`src/rtl/l1_ahb_mtx_out_stage.sv`:
```
`default_nettype none
// +--------------------------------------------------------------------------+
// | Module      : l1_ahb_mtx_out_stage                                       |
// | Description : L1 AHB bus-matrix output stage. Arbitrates up to three     |
// |               input-stage requests onto one AHB-Lite master port and     |
// |               returns per-port active/readyout plus shared resp/rdata.   |
// |               Default arbitration is round-robin; defining the macro     |
// |               L1_AHB_MTX_FIXED_PRI_EN selects fixed priority 1 > 2 > 3.  |
// | Revision    : 1.0  initial release                                       |
// +--------------------------------------------------------------------------+
module l1_ahb_mtx_out_stage #(
  parameter int ADDR_W = 32,
  parameter int DATA_W = 32
) (
  input  logic              HCLK,
  input  logic              HRESET,
  input  logic              sel_op1,
  input  logic              sel_op2,
  input  logic              sel_op3,
  input  logic [ADDR_W-1:0] addr_op1,
  input  logic [ADDR_W-1:0] addr_op2,
  input  logic [ADDR_W-1:0] addr_op3,
  input  logic [1:0]        trans_op1,
  input  logic [1:0]        trans_op2,
  input  logic [1:0]        trans_op3,
  input  logic              write_op1,
  input  logic              write_op2,
  input  logic              write_op3,
  input  logic [2:0]        size_op1,
  input  logic [2:0]        size_op2,
  input  logic [2:0]        size_op3,
  input  logic [2:0]        burst_op1,
  input  logic [2:0]        burst_op2,
  input  logic [2:0]        burst_op3,
  input  logic              mastlock_op1,
  input  logic              mastlock_op2,
  input  logic              mastlock_op3,
  input  logic [DATA_W-1:0] wdata_op1,
  input  logic [DATA_W-1:0] wdata_op2,
  input  logic [DATA_W-1:0] wdata_op3,
  input  logic              HREADYM,
  input  logic [1:0]        HRESPM,
  input  logic [DATA_W-1:0] HRDATAM,
  output logic              HSELM,
  output logic [ADDR_W-1:0] HADDRM,
  output logic [1:0]        HTRANSM,
  output logic              HWRITEM,
  output logic [2:0]        HSIZEM,
  output logic [2:0]        HBURSTM,
  output logic              HMASTLOCKM,
  output logic [DATA_W-1:0] HWDATAM,
  output logic              active_op1,
  output logic              active_op2,
  output logic              active_op3,
  output logic              readyout_op1,
  output logic              readyout_op2,
  output logic              readyout_op3,
  output logic [1:0]        resp_op,
  output logic [DATA_W-1:0] rdata_op
);

  localparam logic [1:0] c_none  = 2'd0;
  localparam logic [1:0] c_port1 = 2'd1;
  localparam logic [1:0] c_port2 = 2'd2;
  localparam logic [1:0] c_port3 = 2'd3;
  localparam logic [1:0] c_busy  = 2'b01;
  localparam logic [1:0] c_seq   = 2'b11;

  logic [1:0] r_addr_port;
  logic [1:0] r_data_port;
  logic [1:0] r_last_port;
  logic [3:1] w_req;
  logic       w_hold;
  logic [1:0] w_arb_grant;
  logic [1:0] w_next_grant;

  // A port requests when its decoder selects us with a NONSEQ or SEQ transfer
  assign w_req = {sel_op3 & trans_op3[1], sel_op2 & trans_op2[1], sel_op1 & trans_op1[1]};

  // Owner keeps the bus through locked sequences and the middle of bursts
  assign w_hold = (r_addr_port != c_none) &&
                  (HMASTLOCKM || (HTRANSM == c_seq) || (HTRANSM == c_busy));

  // Arbitration among current requesters when the owner does not hold
  always_comb begin
    w_arb_grant = c_none;
`ifdef L1_AHB_MTX_FIXED_PRI_EN
    if      (w_req[1]) w_arb_grant = c_port1;
    else if (w_req[2]) w_arb_grant = c_port2;
    else if (w_req[3]) w_arb_grant = c_port3;
`else
    case (r_last_port)
      c_port1: begin
        if      (w_req[2]) w_arb_grant = c_port2;
        else if (w_req[3]) w_arb_grant = c_port3;
        else if (w_req[1]) w_arb_grant = c_port1;
      end
      c_port2: begin
        if      (w_req[3]) w_arb_grant = c_port3;
        else if (w_req[1]) w_arb_grant = c_port1;
        else if (w_req[2]) w_arb_grant = c_port2;
      end
      default: begin
        if      (w_req[1]) w_arb_grant = c_port1;
        else if (w_req[2]) w_arb_grant = c_port2;
        else if (w_req[3]) w_arb_grant = c_port3;
      end
    endcase
`endif
  end

  assign w_next_grant = w_hold ? r_addr_port : w_arb_grant;

  // Grant, data-phase owner and round-robin pointer advance only when the slave is ready
  always_ff @(posedge HCLK) begin
    if (HRESET) begin
      r_addr_port <= c_none;
      r_data_port <= c_none;
      r_last_port <= c_port3;
    end else if (HREADYM) begin
      r_addr_port <= w_next_grant;
      r_data_port <= HTRANSM[1] ? r_addr_port : c_none;
`ifndef L1_AHB_MTX_FIXED_PRI_EN
      if ((w_next_grant != c_none) && (w_next_grant != r_addr_port))
        r_last_port <= w_next_grant;
`endif
    end
  end

  // Address-phase mux of the owning port; all zero when nobody owns the bus
  always_comb begin
    HSELM      = 1'b0;
    HADDRM     = '0;
    HTRANSM    = 2'b00;
    HWRITEM    = 1'b0;
    HSIZEM     = 3'd0;
    HBURSTM    = 3'd0;
    HMASTLOCKM = 1'b0;
    case (r_addr_port)
      c_port1: begin
        HSELM = sel_op1; HADDRM = addr_op1; HTRANSM = trans_op1; HWRITEM = write_op1;
        HSIZEM = size_op1; HBURSTM = burst_op1; HMASTLOCKM = mastlock_op1;
      end
      c_port2: begin
        HSELM = sel_op2; HADDRM = addr_op2; HTRANSM = trans_op2; HWRITEM = write_op2;
        HSIZEM = size_op2; HBURSTM = burst_op2; HMASTLOCKM = mastlock_op2;
      end
      c_port3: begin
        HSELM = sel_op3; HADDRM = addr_op3; HTRANSM = trans_op3; HWRITEM = write_op3;
        HSIZEM = size_op3; HBURSTM = burst_op3; HMASTLOCKM = mastlock_op3;
      end
      default: ;
    endcase
  end

  // Write data follows the port that owns the data phase
  always_comb begin
    HWDATAM = '0;
    case (r_data_port)
      c_port1: HWDATAM = wdata_op1;
      c_port2: HWDATAM = wdata_op2;
      c_port3: HWDATAM = wdata_op3;
      default: ;
    endcase
  end

  assign active_op1   = (r_addr_port == c_port1);
  assign active_op2   = (r_addr_port == c_port2);
  assign active_op3   = (r_addr_port == c_port3);
  assign readyout_op1 = (r_data_port == c_port1) ? HREADYM : 1'b1;
  assign readyout_op2 = (r_data_port == c_port2) ? HREADYM : 1'b1;
  assign readyout_op3 = (r_data_port == c_port3) ? HREADYM : 1'b1;
  assign resp_op      = HRESPM;
  assign rdata_op     = HRDATAM;

endmodule
`default_nettype wire

```
`config.mk`:
```
export PLATFORM = sky130hd
export DESIGN_NAME = l1_ahb_mtx_out_stage
export DESIGN_NICKNAME = d
export VERILOG_FILES = /design/src/rtl/l1_ahb_mtx_out_stage.sv
export SDC_FILE = /design/constraint.sdc
export NUM_CORES = 1
export LEC_CHECK = 0
export BUFFER_PORTS_ARGS = -buffer_cell sky130_fd_sc_hd__buf_2
export CORE_AREA = 3 3 146 148
export CTS_BUF_LIST = sky130_fd_sc_hd__clkbuf_4
export CTS_CLUSTER_DIAMETER = 150
export DETAILED_ROUTE_END_ITERATION = 7
export DIE_AREA = 0 0 149 151
export PLACE_DENSITY = 0.37
export RECOVER_POWER = 100
export SKIP_CTS_REPAIR_TIMING = 1
export SLEW_MARGIN = 40
export SYNTH_ARGS = -nofsm -noshare
export SYNTH_HDL_FRONTEND = slang
export SYNTH_SLANG_ARGS = --single-unit
```
`constraint.sdc`:
```
create_clock -name HCLK -period 1.9 [get_ports HCLK]
set_clock_uncertainty 0.2 [all_clocks]
set_input_delay 0.19 -clock HCLK [delete_from_list [all_inputs] [get_ports HCLK]]
set_output_delay 0.19 -clock HCLK [all_outputs]
set_load 0.005 [all_outputs]
```
==> results.txt, run 1 <==
The maximum operating frequency came out at 516 MHz. The part of the cycle the worst path needs came out at 1.02. After detailed routing, the average wire length per cell comes to 15.3 µm. By count the netlist is led by 48 x sky130_fd_sc_hd__nand2_1, 40 x sky130_fd_sc_hd__mux2i_1, 35 x sky130_fd_sc_hd__buf_4. The main combinational cell family by area after synthesis is multiplexers. The number of rows in the core area is 52. The buffer and inverter count on the worst path came out at 3. The register bit total from synthesis came out at 6. Sorting the synthesized cells by area gives the leading types as sky130_fd_sc_hd__mux2i_1 17%, sky130_fd_sc_hd__mux2_1 14%, sky130_fd_sc_hd__a22o_1 12%. The die width came out at 149 µm. The ratio of cells with drive above 1 in the final layout is 0.648.

The largest individual stage delay along the critical path comes from the cell sky130_fd_sc_hd__dfxtp_4. The count of nets after finishing came out at 874. Yosys instantiated no cell more often than sky130_fd_sc_hd__nand2_1. The checks that failed: setup timing.

The tightest min-delay check is of the input port to flop type. The number of synthesis warnings came out at 0. Of all cell types, the one taking the most synthesized area is sky130_fd_sc_hd__mux2i_1. The most critical setup path has its endpoint at HWDATAM[10]. The total clock buffers created by CTS is 3.

IR analysis of the VDD net gives a maximum drop of 0.000120 V. The worst register-to-register path ends at r_last_port[1]. The final hold slack is 0.0592 ns.

The critical path required time came out at 1.51 ns. The tree is rooted in a sky130_fd_sc_hd__clkbuf_4. The overall global routing resource usage is 0.0891. The mean area per synthesized cell is 7.52 µm².

The routed layout has 3463 vias. The count of H-tree levels built during CTS came out at 1. The share of synthesized registers carrying an async set or reset came out at 0. The number of inserted filler cells in the final layout is 2293. Counting along the longest clock path gives a buffer depth of 2. The worst register-to-register path begins at r_addr_port[1].

The full die area came out at 22500 µm². The area fraction in compound gates after synthesis came out at 0.280. The adder and majority cell fraction of the synthesized area came out at 0.0108.

STA classifies the critical path endpoint as a primary output. The transition time at the pin with the least slew margin is 0.366 ns. The unique cell type count in the Yosys netlist is 40. The initial antenna violation count was 0. The synthesized netlist occupies a cell area of 2320 µm². The total non-filler cell area in the finished layout came out at 4570 µm².

The delay contributed by the slowest stage of the critical path came out at 0.37 ns. The run finished, with violations left. The end-of-flow core utilization came out at 0.227. The final max-slew violation count was 0. Synthesis produced 309 cells. TritonCTS built the clock tree. In this run the worst path has a maximum fanout of 9. The number of buffers added on ports is 308.

The total overflow left after global routing is 0. In this run the number of cells on the critical path is 5. The total area of sequential cells came out at 131 µm². The antenna diode instance count came out at 0. The pin count of the biggest net entering global routing is 37. The initial core utilization is 0.115. The depth of the most critical reg-to-reg path is 6.

The antenna violation net count after detailed routing is 0. Setup repair after global routing could not meet its margin everywhere. The cell area after placement came out at 4020 µm².

The total area of multi-input combinational cells came out at 1900 µm². The final setup violation count is 11. The clock-pin slew on the worst setup and hold paths came out at 0.05 ns. The hold violation total from the final report is 0.

The number of nets produced by synthesis is 573. The relative slew slack is 0.756. The clock latency at the later pin of the worst-skew pair is 0.25 ns.

The sum of routed wire length over all layers came out at 13400 µm. The last weighted congestion value of the routability-driven placer is 0.730. The xor/xnor cell area share of the yosys netlist is 0. The synthesis-to-finish area growth is 96.9%. Traced cell by cell, the critical path runs through buf_12 -> clkbuf_16 -> mux2_1 -> a22o_1 -> buf_2. The slack of the critical path is -0.0386 ns.

The total negative setup slack is -0.205 ns. The area of the placeable core came out at 20200 µm². The number of max-cap violations is 0. The vertical die dimension is 151 µm. The share of the Yosys chip area taken by registers is 0.0517. The number of clock sinks seen by CTS is 6. The worst setup path is of the flop to primary output kind. The post-detailed-route via-to-cell ratio is 3.94. In the routed design, unresolved DRC markers number 0. Power spread over the standard cell area amounts to 265 nW/µm². Data on the critical path arrives at its endpoint at 1.55 ns. The number of global-route vias before repair is 3234. The post-route minimum period is 1.94 ns. The number of enable-type register cells in the synthesized netlist came out at 0. The first detailed-routing pass ran for 4 iterations. The startpoint kind of the worst setup timing path is a flop.

The largest delay contributor family on the critical path is buffers and inverters. The multiplexer share of the synthesized area is 0.345. The synthesized-area fraction occupied by and/or/nand/nor cells is 0.136.

The half-perimeter wire length after detailed placement came out at 9820 µm. The wire length of the first global-routing pass came out at 16200 µm. The number of DRC markers after the initial detailed-route iteration is 89. The leakage power of the design is 2.30 nW. Tracing the worst setup path back leads to its startpoint at r_data_port[1]. The register-to-register setup slack is 0.05 ns.

377 I/O pins were placed. The most used flip-flop cell after synthesis is sky130_fd_sc_hd__dfxtp_1. The share of synthesized area in the top cell type comes to 0.172.
-- where the power goes --
group,internal (W),leakage (nW),total (W),switching [W]
clock network,0.0000721,0.0138,0.000127,0.0000547
logic,0.000536,2.24,0.000938,0.000402
registers,0.000135,0.0500,0.000148,0.0000126
total,0.000743,2.30,0.00121,0.000469
-- tightest hold or removal path: cells and delay by family --
kind            cells  cell delay [ns]
compound gates      1             0.06
buf+inv             1             0.14
simple gates        1             0.08
-- metal layers --
metal,part of all wire,GRT usage,vias to the layer above
met5,0,0,-
li1,-,-,1688
met2,0.53,0.176,200
met4,0.012,0.0188,0
met3,0.092,0.0275,18
met1,0.37,0.0921,1557
-- flip-flops by register name, summed over array words and instances, names as in the netlist --
register     flops
r_data_port      2
r_addr_port      2
r_last_port      2
-- metrics by stage --
| stage | setup WS (ns) | cells | total power, W |
|---|---|---|---|
| floorplan | 0.00819 | 309 | 0.000565 |
| global placement | -0.0966 | 845 | 0.000957 |
| detailed placement | -0.104 | 845 | 0.000952 |
| CTS | -0.143 | 848 | 0.00109 |
| global route | -0.0844 | 878 | 0.00133 |
| finish | -0.0386 | 878 | 0.00121 |
-- cells by family (layout without fill, tap and decap cells) --
kind of cell,count (synthesis),in the layout
AO/OA/AOI/OAI,90,90
multiplexers,75,75
AND/OR/NAND/NOR,68,68
buffers and inverters,68,367
flip-flops,6,6
adder cells (fa/ha/maj),2,2
-- final cells by class --
class	instances	area share
repair buffers	358	0.472
clock buffers	3	0.00493
well taps	270	0.0739
multi-input cells	235	0.415
inverters	6	0.00547
flip-flops and latches	6	0.0287
-- worst min-delay path by stage --
stage	end	cells past startpoint	slack [ns]	start
2_1_floorplan	r_addr_port[0]	1	0.06	HRESET
3_3_place_gp	rdata_op[10]	0	0.18	HRDATAM[10]
3_5_place_dp	rdata_op[10]	0	0.18	HRDATAM[10]
4_1_cts	r_addr_port[1]	2	-0.01	HRESET
5_1_grt	r_data_port[1]	3	0.06	HREADYM
6_report	r_data_port[1]	3	0.06	HREADYM
-- layout by cell type, fill, tap and decap left out, types with 3 or more instances in the layout --
cell	netlist	layout
sky130_fd_sc_hd__buf_2	6	294
sky130_fd_sc_hd__nand2_1	48	48
sky130_fd_sc_hd__mux2i_1	40	39
sky130_fd_sc_hd__a22o_1	33	33
sky130_fd_sc_hd__buf_4	35	25
sky130_fd_sc_hd__o21ai_1	17	20
sky130_fd_sc_hd__o21ai_0	23	18
sky130_fd_sc_hd__mux2_4	2	16
sky130_fd_sc_hd__mux2_1	28	15
sky130_fd_sc_hd__clkbuf_1	16	10
sky130_fd_sc_hd__clkbuf_16	0	9
sky130_fd_sc_hd__buf_6	2	6
sky130_fd_sc_hd__buf_12	0	6
sky130_fd_sc_hd__nor2_1	6	5
sky130_fd_sc_hd__clkbuf_4	0	5
sky130_fd_sc_hd__clkbuf_2	0	5
sky130_fd_sc_hd__inv_1	5	4
sky130_fd_sc_hd__mux2_2	5	4
sky130_fd_sc_hd__a21oi_1	4	4
sky130_fd_sc_hd__nor2b_4	1	3
sky130_fd_sc_hd__a22oi_2	1	3
sky130_fd_sc_hd__dfxtp_2	0	3
Power figures use the tool's default switching activity.
==> run 2: changes to the inputs <==
--- a/config.mk
+++ b/config.mk
@@ -5,7 +5,7 @@
 export SDC_FILE = /design/constraint.sdc
 export NUM_CORES = 1
 export LEC_CHECK = 0
-export BUFFER_PORTS_ARGS = -buffer_cell sky130_fd_sc_hd__buf_2
+export BUFFER_PORTS_ARGS = -buffer_cell sky130_fd_sc_hd__buf_4
 export CORE_AREA = 3 3 146 148
 export CTS_BUF_LIST = sky130_fd_sc_hd__clkbuf_4
 export CTS_CLUSTER_DIAMETER = 150
==> run 2 against run 1 <==
Against the previous run: the flow still finishes with violations (setup timing); die area is the same; wire length grew 4.6%; global-route usage grew 0.73 points; first-iteration DRC count shrank 18%; worst setup slack gained 0.020 ns; flip-flop and latch count is the same; fmax grew 1.0%; final cell count shrank 1.0%; clock power is essentially flat; critical path depth grew 1; critical path type unchanged; largest power group unchanged; highest routed layer unchanged.
==> results.txt, run 2 (synthesis gave the netlist of run 1 again) <==
The endpoint of the lowest-slack register-to-register path is r_last_port[1]. The antenna violation net count after detailed routing came out at 0 (unchanged). In the final layout, the registers with the most flip-flops are r_addr_port: 2 flops, r_data_port: 2 flops, r_last_port: 2 flops.

The ratio of cells with drive above 1 in the final layout came out at 0.699 (+0.0515). The maximum fanout count along the critical path is 8 (-1). The number of buffers added on ports is 308 (unchanged). The DRC violation count after routing came out at 0 (unchanged). The overall power consumption came to 0.00144 W (+19%). The initial antenna violation count is 0 (unchanged).

The flow ran to the end, but the final reports show violations. The sum of routed wire length over all layers came to 14000 µm (+4.6%). The worst setup path is captured at a primary output. The number of global-route vias before repair came to 3432 (+6.1%). The maximum operating frequency came out at 521 MHz (+1.0%).

The number of DRC markers after the initial detailed-route iteration is 73 (-18%). The final reports fail on setup timing. The number of clock sinks seen by CTS was 6 (unchanged). The number of rows in the core area is 52 (unchanged). The clock-pin slew on the worst setup and hold paths came to 0.05 ns (about the same). The iteration count of the initial detailed-routing pass came out at 4 (unchanged).

The data arrival time at the worst-slack endpoint is 1.53 ns (-0.02 ns). The pin count of the biggest net entering global routing came out at 37 (unchanged). The highest metal layer carrying signal wires in the routed design is met4.

The worst hold path terminates at r_data_port[0]. The startpoint kind of the worst setup timing path is a flop. The register-to-register setup slack came to 0.03 ns (-0.02 ns). The full die area came to 22500 µm² (unchanged).

The post-route met1 wirelength came out at 4750 µm (-3.3%). The transition time at the pin with the least slew margin is 0.290 ns (-0.0752 ns). The total I/O pin count came to 377 (unchanged).

The overall global routing resource usage came out at 0.0964 (+0.00728). The worst setup path is of the flop to primary output kind. The amount of wire on met3 after detailed routing is 1420 µm (+15%). The synthesis-to-finish area growth came out at 130%. The number of max-cap violations is 0 (unchanged). The root cell of the clock tree is sky130_fd_sc_hd__clkbuf_4. The library cell used most frequently in the layout, excluding fill and tap cells, is sky130_fd_sc_hd__buf_4. The count of nets after finishing came out at 865 (-1.0%).

The met2 wire length came out at 7520 µm (+6.0%). The post-route minimum period came to 1.92 ns (-0.0200 ns). The antenna diode instance count is 0 (unchanged). The worst hold path begins at HREADYM. The last weighted congestion value of the routability-driven placer came out at 0.768 (+5.2%).

The source of the worst register-to-register timing path is r_last_port[0]. The min-delay analysis places its worst path in the category input port to flop. Setup repair after global routing could not meet its margin everywhere. The count of cells along the worst hold path came to 3 (unchanged). The initial core utilization is 0.115 (unchanged). The area of the placeable core was 20200 µm² (unchanged). The total non-filler cell area in the finished layout came to 5350 µm² (+17%). The power density over the cells is 270 nW/µm² (+1.9%).

The wire length of the first global-routing pass is 17400 µm (+7.8%). The average wire length per cell after detail routing came to 16.1 µm (+5.7%). The depth of the most critical reg-to-reg path is 8 (+2).

The critical path required time is 1.51 ns (about the same). The maximum ir drop on the vdd rail is 0.000134 V (+11%). The die width came to 149 µm (unchanged).

The remaining global-route overflow came out at 0 (unchanged). The hold violation total from the final report is 0 (unchanged). The slack of the critical path is -0.0186 ns (+0.0200 ns). The final setup violation count is 2 (-9). The post-detailed-route via-to-cell ratio came out at 4.00 (+1.3%).

The relative slew slack was 0.801 (+0.0446). The maximum buffer depth of the clock tree is 2 (unchanged). The total clock buffers created by CTS came out at 3 (unchanged). The final max-slew violation count came out at 0 (unchanged). The leakage power of the design is 2.57 nW (+11%). The via count is 3473 (+0.29%). TritonCTS built the clock tree. The count of H-tree levels built during CTS was 1 (unchanged). The vertical die dimension is 151 µm (unchanged). The clock latency at the later pin of the worst-skew pair is 0.25 ns (about the same). The half-perimeter wire length after detailed placement is 10700 µm (+9.0%). The cell area after placement came to 4790 µm² (+19%).

The part of the cycle the worst path needs was 1.01 (-0.0105). In the layout the commonest cells are 330 x sky130_fd_sc_hd__buf_4, 40 x sky130_fd_sc_hd__mux2i_1, 33 x sky130_fd_sc_hd__a22o_1.
## run 2: final cells by class
type	count	area, µm²
fillers	2224	14800
repair buffers	349	2830
multi-input cells	235	1990
well taps	270	338
flip-flops and latches	6	130
inverters	6	27.5
clock buffers	3	22.5
## run 2: stage by stage
| step | TNS [ns] | worst slack (ns) | std cells | util | hold WS (ns) |
|---|---|---|---|---|---|
| after floorplan | 0 | 0.00819 | 309 | - | 0.0591 |
| after global placement | -0.0380 | -0.0380 | 845 | 0.237 | 0.180 |
| after detailed placement | -0.108 | -0.0557 | 845 | 0.237 | 0.180 |
| after CTS | -5.50 | -0.199 | 848 | 0.239 | -0.0428 |
| after global routing | -3.16 | -0.0972 | 869 | 0.265 | 0.0714 |
| final | -0.0304 | -0.0186 | 869 | 0.265 | 0.0512 |
## run 2: worst max path at each step
| stage | end | cells past startpoint | startpoint |
|---|---|---|---|
| 3_5_place_dp | r_last_port[0] | 8 | r_last_port[0] |
| 2_1_floorplan | r_last_port[1] | 7 | r_last_port[0] |
| 6_report | HADDRM[21] | 6 | r_addr_port[1] |
| 5_1_grt | HADDRM[21] | 6 | r_addr_port[1] |
| 3_3_place_gp | r_last_port[0] | 7 | r_last_port[0] |
| 4_1_cts | HTRANSM[1] | 4 | r_addr_port[1] |
## run 2: report_power, final
part	internal (W)	switching [W]
Sequential	0.000135	0.0000143
Clock	0.0000722	0.0000567
Combinational	0.000722	0.000444
## run 2: layer usage
layer	up-vias	track usage
li1	1666	-
met1	1557	0.0964
met2	218	0.192
met3	32	0.0302
met4	0	0.0233
met5	-	0
## run 2: worst max-delay path: stages (launching register included)
cell                        delay, ns
sky130_fd_sc_hd__dfxtp_4         0.43
sky130_fd_sc_hd__nor2b_4         0.25
sky130_fd_sc_hd__buf_4           0.17
sky130_fd_sc_hd__clkbuf_16       0.14
sky130_fd_sc_hd__nand2_1         0.05
sky130_fd_sc_hd__o21ai_0         0.09
sky130_fd_sc_hd__buf_4           0.16
==> run 3: changes to the inputs <==
--- a/config.mk
+++ b/config.mk
@@ -11,8 +11,8 @@
 export CTS_CLUSTER_DIAMETER = 150
 export DETAILED_ROUTE_END_ITERATION = 7
 export DIE_AREA = 0 0 149 151
-export PLACE_DENSITY = 0.37
-export RECOVER_POWER = 100
+export PLACE_DENSITY = 0.36
+export RECOVER_POWER = 25
 export SKIP_CTS_REPAIR_TIMING = 1
 export SLEW_MARGIN = 40
 export SYNTH_ARGS = -nofsm -noshare
==> constraint.sdc (replaced) <==
create_clock -name HCLK -period 2 [get_ports HCLK]
set_clock_uncertainty 0.2 [all_clocks]
set_input_delay 0.2 -clock HCLK [delete_from_list [all_inputs] [get_ports HCLK]]
set_output_delay 0.2 -clock HCLK [all_outputs]
set_load 0.005 [all_outputs]
==> run 3 against run 2 <==
Against the previous run: the run now ends clean; final cell count decreased by 2.6%; sequential power hardly changed; non-clock buffer count down 23; global-route usage rose by 0.37 points; via count is 4.2% lower; power decreased by 17%; utilization decreased by 2.6 points.
==> results.txt, run 3 (synthesis gave the netlist of run 1 again) <==
The flow ran to the end, and the final reports show no timing, DRC or antenna violations. The post-detailed-route via-to-cell ratio came out at 3.93 (-1.6%). The via count came out at 3328 (-4.2%). The total clock buffers created by CTS is 3 (unchanged). The part of the total power dissipated in sequential elements came out at 0.122 (+0.019). The total non-filler cell area in the finished layout is 4830 µm² (-9.7%). The total I/O pin count is 377 (unchanged). The initial antenna violation count is 0 (unchanged). The clock-pin slew on the worst setup and hold paths is 0.05 ns (about the same).

The last weighted congestion value of the routability-driven placer is 0.746 (-2.9%). The maximum buffer depth of the clock tree is 2 (unchanged). The full die area is 22500 µm² (unchanged).

The cell sitting at the root of the clock tree is a sky130_fd_sc_hd__clkbuf_4. The final max-slew violation count came out at 0 (unchanged). The net switching share of the total power came out at 0.346 (-0.0103).

The part of the cycle the worst path needs came out at 0.957. The wire length of the first global-routing pass came out at 18200 µm (+4.6%). The critical path required time is 1.60 ns (+0.09 ns).

The maximum ir drop on the vdd rail is 0.000129 V (-3.9%). STA classifies the critical path startpoint as a flop. The number of clock sinks seen by CTS came to 6 (unchanged).

The transition time at the pin with the least slew margin is 0.328 ns (+0.0380 ns). The relative slew slack is 0.779 (-0.0221). The die width is 149 µm (unchanged).

The synthesis-to-finish area growth came out at 108%. The hold violation total from the final report is 0 (unchanged). The number of max-cap violations came out at 0 (unchanged). The area of the placeable core is 20200 µm² (unchanged).

The pin count of the biggest net entering global routing is 37 (unchanged). The final hold slack came out at 0.0620 ns (+0.0108 ns). The average wire length per cell after detail routing is 15.1 µm (-6.7%). The class of the tightest hold or removal check is input port to flop. The iteration count of the initial detailed-routing pass came out at 4 (unchanged). The data arrival time at the worst-slack endpoint was 1.51 ns (-0.02 ns). The antenna diode instance count is 0 (unchanged). The total net switching power came out at 0.000415 W (-19%). The overall global routing resource usage is 0.100 (+0.00369). The share of total power in combinational logic came out at 0.781 (-0.026). The leakage power of the design came to 2.31 nW (-9.9%).

The half-perimeter wire length after detailed placement came out at 10900 µm (+1.4%). The remaining global-route overflow came out at 0 (unchanged). The internal power came to 0.000784 W (-16%).

The final setup violation count is 0 (-2). STA classifies the critical path endpoint as a primary output. The DRC violation count after routing was 0 (unchanged). The number of rows in the core area is 52 (unchanged). Based on the critical path, the design can be clocked at up to 523 MHz. The sum of routed wire length over all layers came to 12700 µm (-9.2%).

The maximum fanout count along the critical path is 36 (+28). Setup repair after global routing left no endpoint under its margin. The total negative setup slack came out at 0 ns (+0.0304 ns).

The number of DRC markers after the initial detailed-route iteration came out at 96 (+32%). The count of H-tree levels built during CTS is 1 (unchanged). The cell area after placement was 4740 µm² (-1.0%).

The initial core utilization was 0.115 (unchanged). The count of nets after finishing is 842 (-2.7%). The power density over the cells came out at 248 nW/µm² (-8.0%). The top cell types in the final layout, fill and taps aside, are 321 x sky130_fd_sc_hd__buf_4, 48 x sky130_fd_sc_hd__nand2_1, 40 x sky130_fd_sc_hd__mux2i_1. The antenna violation net count after detailed routing is 0 (unchanged).

The clock latency at the later pin of the worst-skew pair came out at 0.25 ns (about the same). The critical path is of the flop to primary output type. The vertical die dimension is 151 µm (unchanged). The library cell used most frequently in the layout, excluding fill and tap cells, is sky130_fd_sc_hd__buf_4. The end-of-flow core utilization came out at 0.239 (-0.0257). In the final layout, the registers with the most flip-flops are r_addr_port: 2 flops, r_data_port: 2 flops, r_last_port: 2 flops. The ratio of cells with drive above 1 in the final layout is 0.615 (-0.0849). The TritonCTS clock tree is yes. The clock network power share is 0.098 (+0.009).

The depth of the most critical reg-to-reg path came to 8 (unchanged). The number of buffers added on ports came out at 308 (unchanged). The number of global-route vias before repair came out at 3565 (+3.9%). The routed design could run at a clock period as short as 1.91 ns. The count of cells along the worst hold path is 3 (unchanged).
==> run 3: power by group through the flow <==
stage	registers [W]	logic, W	clock network, W
floorplan	0.000135	0.000402	0
global placement	0.000146	0.000914	0
detailed placement	0.000147	0.000922	0
CTS	0.000145	0.000927	0.000127
global route	0.000148	0.00102	0.000132
finish	0.000146	0.000936	0.000117
==> run 3: critical path, cell delays in order, from the launching register on <==
cell and delay [ns]:
sky130_fd_sc_hd__dfxtp_4 0.40, sky130_fd_sc_hd__buf_12 0.27, sky130_fd_sc_hd__mux2i_1 0.11, sky130_fd_sc_hd__o21ai_0 0.29, sky130_fd_sc_hd__buf_4 0.18
==> run 3: per-layer routing <==
layer,part of all wire,global-route usage,wire length [µm]
met5,0,0,0
met4,0.016,0.0229,204
met3,0.12,0.0365,1500
met2,0.51,0.191,6450
met1,0.36,0.104,4580
==> run 3: path summary, 6_finish.rpt <==
kind | end | slack (ns) | start
min | r_data_port[0] | 0.06 | HREADYM
max | HADDRM[22] | 0.09 | r_addr_port[1]
max reg2reg | r_last_port[1] | 0.11 | r_last_port[0]
min reg2reg | r_addr_port[0] | 0.33 | r_addr_port[0]
==> run 3: per-stage QoR <==
step	worst slack, ns	std cells	total power, W
after floorplan	0.0836	309	0.000537
after global placement	0.0102	840	0.00106
after detailed placement	-0.0441	840	0.00107
after CTS	-0.0671	843	0.00120
after global routing	0.00573	846	0.00130
final	0.0867	846	0.00120
==> run 3: layout make-up <==
type | count | area [µm²]
fillers | 2259 | 15300
repair buffers | 326 | 2490
multi-input cells | 235 | 1820
well taps | 270 | 338
flip-flops and latches | 6 | 129
clock buffers | 3 | 22.5
inverters | 6 | 22.5
